===== src/rtl/m2s_arb_pkg.sv =====
// Shared definitions for the memory-to-stream FIFO write arbiter: FSM states and
// the round-robin pick function reused by other shared-slave arbiters.
package m2s_arb_pkg;

   typedef enum logic {
      IDLE    = 1'b0,
      GRANTED = 1'b1
   } arb_state_t;

   localparam int unsigned RR_MAX_REQ = 8;

   // First asserted index scanning upward from ptr with wrap over n requesters;
   // returns ptr when nothing is requesting.
   function automatic int unsigned rr_pick(input logic [RR_MAX_REQ-1:0] req,
                                           input int unsigned ptr,
                                           input int unsigned n);
      int unsigned idx;
      int unsigned sel;
      logic        found;
      sel   = ptr;
      found = 1'b0;
      for (int unsigned i = 0; i < RR_MAX_REQ; i++) begin
         idx = (ptr + i) % n;
         if (!found && (i < n) && (((req >> idx) & RR_MAX_REQ'(1)) != '0)) begin
            sel   = idx;
            found = 1'b1;
         end
      end
      return sel;
   endfunction

endpackage


===== src/rtl/m2s_rr_picker.sv =====
// Combinational round-robin priority picker: request vector and start pointer in,
// winning index and any-request flag out. No state, zero latency.
module m2s_rr_picker
   import m2s_arb_pkg::*;
#(
   parameter int unsigned NUM_REQ = 2,
   parameter int unsigned ID_W    = $clog2(NUM_REQ)
) (
   input  logic [NUM_REQ-1:0] i_req,
   input  logic [ID_W-1:0]    i_ptr,
   output logic [ID_W-1:0]    o_idx,
   output logic               o_any
);

   assign o_idx = ID_W'(rr_pick(RR_MAX_REQ'(i_req), 32'(i_ptr), NUM_REQ));
   assign o_any = |i_req;

endmodule


===== src/rtl/m2s_fifo_write_arbiter.sv =====
// Round-robin arbiter sharing the M2S FIFO write slave between Avalon-MM write masters.
// One arbitration cycle per grant, combinational data/backpressure path while granted.
module m2s_fifo_write_arbiter
   import m2s_arb_pkg::*;
#(
   parameter  int unsigned NUM_REQ   = 2,
   parameter  int unsigned DATA_W    = 32,
   parameter  int unsigned BURST_MAX = 8,
   localparam int unsigned ID_W      = $clog2(NUM_REQ),
   localparam int unsigned CNT_W     = $clog2(BURST_MAX + 1)
) (
   input  logic                      i_clock,
   input  logic                      i_reset,
   input  logic [NUM_REQ-1:0]        i_req_write,
   input  logic [NUM_REQ*DATA_W-1:0] i_req_writedata,
   output logic [NUM_REQ-1:0]        o_req_waitrequest,
   output logic                      o_fifo_address,
   output logic                      o_fifo_write,
   output logic [DATA_W-1:0]         o_fifo_writedata,
   input  logic                      i_fifo_waitrequest,
   output logic                      o_grant_valid,
   output logic [ID_W-1:0]           o_grant_id
);

   arb_state_t        r_state;
   arb_state_t        w_state_nxt;
   logic [ID_W-1:0]   r_grant_id;
   logic [ID_W-1:0]   r_rr_ptr;
   logic [CNT_W-1:0]  r_burst_cnt;
   logic [ID_W-1:0]   w_pick_idx;
   logic              w_pick_any;
   logic              w_granted;
   logic              w_gnt_write;
   logic              w_accept;
   logic              w_release;
   logic [DATA_W-1:0] w_req_data [NUM_REQ];

   for (genvar gi = 0; gi < NUM_REQ; gi++) begin : g_unpack
      assign w_req_data[gi] = i_req_writedata[gi*DATA_W +: DATA_W];
   end

   m2s_rr_picker #(
      .NUM_REQ (NUM_REQ),
      .ID_W    (ID_W)
   ) u_picker (
      .i_req (i_req_write),
      .i_ptr (r_rr_ptr),
      .o_idx (w_pick_idx),
      .o_any (w_pick_any)
   );

   // Reset blocks the data path in the same cycle so a mid-burst reset never leaks a write.
   assign w_granted   = (r_state == GRANTED) && !i_reset;
   assign w_gnt_write = i_req_write[r_grant_id];
   assign w_accept    = w_granted && w_gnt_write && !i_fifo_waitrequest;
   assign w_release   = w_granted &&
                        (!w_gnt_write || (w_accept && (r_burst_cnt == CNT_W'(BURST_MAX - 1))));

   always_ff @(posedge i_clock) begin
      if (i_reset) begin
         r_state <= IDLE;
      end else begin
         r_state <= w_state_nxt;
      end
   end

   always_comb begin
      w_state_nxt       = r_state;
      o_req_waitrequest = '1;
      o_fifo_write      = 1'b0;
      o_fifo_writedata  = '0;
      case (r_state)
         IDLE: begin
            if (w_pick_any) begin
               w_state_nxt = GRANTED;
            end
         end
         GRANTED: begin
            if (w_granted) begin
               o_fifo_write                  = w_gnt_write;
               o_fifo_writedata              = w_req_data[r_grant_id];
               o_req_waitrequest[r_grant_id] = i_fifo_waitrequest;
            end
            if (w_release) begin
               w_state_nxt = IDLE;
            end
         end
         default: w_state_nxt = IDLE;
      endcase
   end

   always_ff @(posedge i_clock) begin
      if (i_reset) begin
         r_grant_id  <= '0;
         r_rr_ptr    <= '0;
         r_burst_cnt <= '0;
      end else begin
         if ((r_state == IDLE) && w_pick_any) begin
            r_grant_id  <= w_pick_idx;
            r_burst_cnt <= '0;
         end else if (w_accept) begin
            r_burst_cnt <= r_burst_cnt + CNT_W'(1);
         end
         // Released master drops to lowest priority for the next arbitration.
         if (w_release) begin
            r_rr_ptr <= (r_grant_id == ID_W'(NUM_REQ - 1)) ? '0 : r_grant_id + ID_W'(1);
         end
      end
   end

   assign o_fifo_address = 1'b0;
   assign o_grant_valid  = w_granted;
   assign o_grant_id     = r_grant_id;

endmodule


===== config.mk =====
export PLATFORM = sky130hd
export DESIGN_NAME = m2s_fifo_write_arbiter
export DESIGN_NICKNAME = d
export VERILOG_FILES = /design/src/rtl/m2s_arb_pkg.sv /design/src/rtl/m2s_rr_picker.sv /design/src/rtl/m2s_fifo_write_arbiter.sv
export SDC_FILE = /design/constraint.sdc
export NUM_CORES = 1
export LEC_CHECK = 0
export ABC_CLOCK_PERIOD_IN_PS = 3200
export BUFFER_PORTS_ARGS = -buffer_cell sky130_fd_sc_hd__buf_2
export CAP_MARGIN = 20
export CORE_ASPECT_RATIO = 0.8
export CORE_UTILIZATION = 35
export DETAILED_ROUTE_END_ITERATION = 8
export HOLD_SLACK_MARGIN = 0.08
export PLACE_DENSITY = 0.94
export SKIP_LAST_GASP = 1
export SLEW_MARGIN = 0
export SYNTH_ARGS = -nofsm -noshare
export SYNTH_HDL_FRONTEND = slang
export SYNTH_SLANG_ARGS = --single-unit

===== constraint.sdc =====
create_clock -name i_clock -period 3.2 [get_ports i_clock]
set_input_delay 0.32 -clock i_clock [delete_from_list [all_inputs] [get_ports i_clock]]
set_output_delay 0.32 -clock i_clock [all_outputs]
set_load 0.005 [all_outputs]

==> flow_summary.yaml <==
clock_tree:
  cts_tree: "built"
  cts_max_level: 1
  clk_latency_ns: 0.25
  cts_sinks: 7
  numCtsBuffers: 3
  cts_setup_buffers: 0
  postCtsHoldBufs: 0
  cts-root-buf: "clkbuf_4"
  cts_resized: 0
  clockBufferDepth: 2
  clk_pin_slew_ns: 0.06
sta:
  finalSetupViolCount: 0
  setup_tns_ns: 0
  setup_ws_ns: 1.13
  skew_ns: 0.00813
  slew_headroom_pct: 32.8
  fin_crit_sh_pct: 64.7
  tightest_slew_ns: 1.01
  max_freq_mhz: 483
  finalCriticalPeriod_ns: 2.07
  rsz0062_at_grt: "no"
  drv_slew: 0
  finalHoldViolations: 0
synthesis:
  ys.warnings.count: 0
  syn_inst: 119
  ys_seq_area_share_pct: 16.1
  async_flop_share_pct: 0
  synth.distinct_cells: 27
  yosys_register_bits: 7
  synth_edf_count: 0
  synthFlopType: "dfxtp_1"
  syn_area_um2: 872
  syn-num-nets: 189
  syn_area_per_cell_um2: 7.33
floorplanning:
  top_level_ports: 107
  start_util_pct: 38.7
  coreArea_um2: 2250
  placementRows: 15
  die_area_um2: 2700
  die-height_um: 46.6
  die_w_um: 57.8
place:
  place_area_um2: 1390
  port_buffers: 105
  dp_cells: 240
  post-place-ws_ns: 1.29
  globalplace.congestion: 0.793
  hpwl_mm: 2.19
min_path:
  hp-class: "input pin to flip-flop"
  hp-start: "i_reset"
  holdPathEnd: "o_grant_id"
  whs_path_depth: 2
job:
  maxCapViolations: 0
setup_path:
  start_kind: "flip-flop"
  path_class: "flip-flop to output port"
  critPathMaxFanout: 34
  r2r_cells: 3
  regToRegSetupSlack_ns: 1.58
  endpoint_kind: "output port"
  crit-reg2reg-launch: "r_state"
  worstSetupStartpoint: "r_state"
  r2r-end: "r_burst_cnt[3]"
  crit_arrival_ns: 1.75
  worst_ep_required_time_ns: 2.88
detailed_routing:
  antenna_left: 0
  drt_first_iter_violations: 29
  drtPass1Iterations: 6
  drcViolationCount: 8
  routed_wl_mm: 2.67
  vias_per_cell: 4.88
  wire_per_inst_um: 11.0
  route.vias.total: 1191
global_routing:
  grt_pass1_vias: 914
  overflow: 0
  antenna_found_initial: 0
  grt_pass1_wl_mm: 3.67
  track_usage_pct: 18.0
  grt_max_degree: 35
power:
  ir_worst_vdd_uv: 173
  swShare_pct: 32.5
  p_int_mw: 0.216
  comb_power_share_pct: 44.2
  sequentialPowerShare_pct: 30.7
  power_switching_mw: 0.104
  power_frac_clock_pct: 25.1
  powerDensity_nw_per_um2: 225
  power.static_leakage_nw: 0.767
cells_and_area:
  n_fill_cell: 222
  stdcell_area_um2: 1420
  area_growth_pct: 62.7
  layout_commonest_cell: "buf_2"
  stdcell_count: 244
  nNetsFinal: 290
  mostFrequentLayoutCells: "buf_2, mux2i_1, nor2_1"
  n_antenna_cell: 0
  drive_gt1_share_pct: 52.1
outcome:
  violations: "DRC"
  outcome: "finished with violations"
## how the worst max path moves through the flow
stage / end / slack (ns) / cells after the start
floorplan: o_fifo_writedata[0] / 1.62 / 4
global placement: o_fifo_writedata[26] / 1.31 / 4
detailed placement: o_fifo_writedata[27] / 1.29 / 4
CTS: o_fifo_writedata[0] / 1.08 / 3
global route: o_fifo_write / 0.95 / 3
finish: o_fifo_writedata[27] / 1.13 / 3
## critical path, stage by stage, from the launching register on
cell and delay [ns]:
dfxtp_1 0.36, or2b_1 0.84, nor2_1 0.12, buf_2 0.17
## sequential cells by signal, indices dropped and copies added, names as in the netlist
signal / cells
r_burst_cnt: 4
r_state: 1
r_rr_ptr: 1
o_grant_id: 1
## cells in the mapped netlist (2+ instances only)
master / instances / area [µm²]
nand2b_1: 2 / 12.5
o21ai_0: 3 / 15.0
nand3_1: 3 / 15.0
nand3b_1: 2 / 15.0
nor2_1: 34 / 128
a21oi_1: 5 / 25.0
inv_1: 3 / 11.3
clkbuf_1: 4 / 15.0
mux2i_1: 34 / 340
o211ai_1: 2 / 15.0
dfxtp_1: 7 / 140
buf_2: 4 / 20.0
mux2_2: 2 / 22.5
## power groups by stage
| stage | sequential, mW | combinational, mW | clock [mW] |
|---|---|---|---|
| 5_1_grt | 0.0991 | 0.156 | 0.0902 |
| 3_3_place_gp | 0.0999 | 0.139 | 0 |
| 6_report | 0.0981 | 0.141 | 0.0802 |
| 2_1_floorplan | 0.0949 | 0.0797 | 0 |
| 4_1_cts | 0.0982 | 0.143 | 0.0842 |
| 3_5_place_dp | 0.100 | 0.142 | 0 |
## through the flow
stage          hold WS [ns]  util, %  power (mW)
2_1_floorplan         0.389        -       0.175
3_3_place_gp          0.471     61.8       0.239
3_5_place_dp          0.481     61.8       0.242
4_1_cts               0.317     63.0       0.325
5_1_grt               0.341     63.0       0.345
6_report              0.328     63.0       0.319
## routing by layer
layer | share of wire [%] | track usage, % | up-vias
met5 | 0 | 0 | -
met3 | 9.2 | 5.06 | 2
li1 | - | - | 607
met2 | 51 | 33.6 | 68
met1 | 39 | 19.6 | 514
met4 | 1.0 | 7.62 | 0
## cell type report
type | instances | area (µm²) | share of cell area [%]
Clock inverter | 1 | 5.00 | 0.353
Multi-Input combinational cell | 99 | 674 | 47.5
Inverter | 3 | 11.3 | 0.794
Clock buffer | 3 | 22.5 | 1.59
Tap cell | 25 | 31.3 | 2.20
Sequential cell | 7 | 141 | 9.96
Timing Repair Buffer | 106 | 533 | 37.6
## logic make-up after synthesis
group                    count (synthesis)  share of synthesized area (%)
AND/OR/NAND/NOR                         48                           25.1
multiplexers                            36                           41.6
AO/OA/AOI/OAI                           13                           8.75
buffers and inverters                   13                           6.60
flip-flops                               7                           16.1
adder cells (fa/ha/maj)                  1                           1.43
other                                    1                          0.430
No activity file was read; power rests on OpenSTA's default activity.
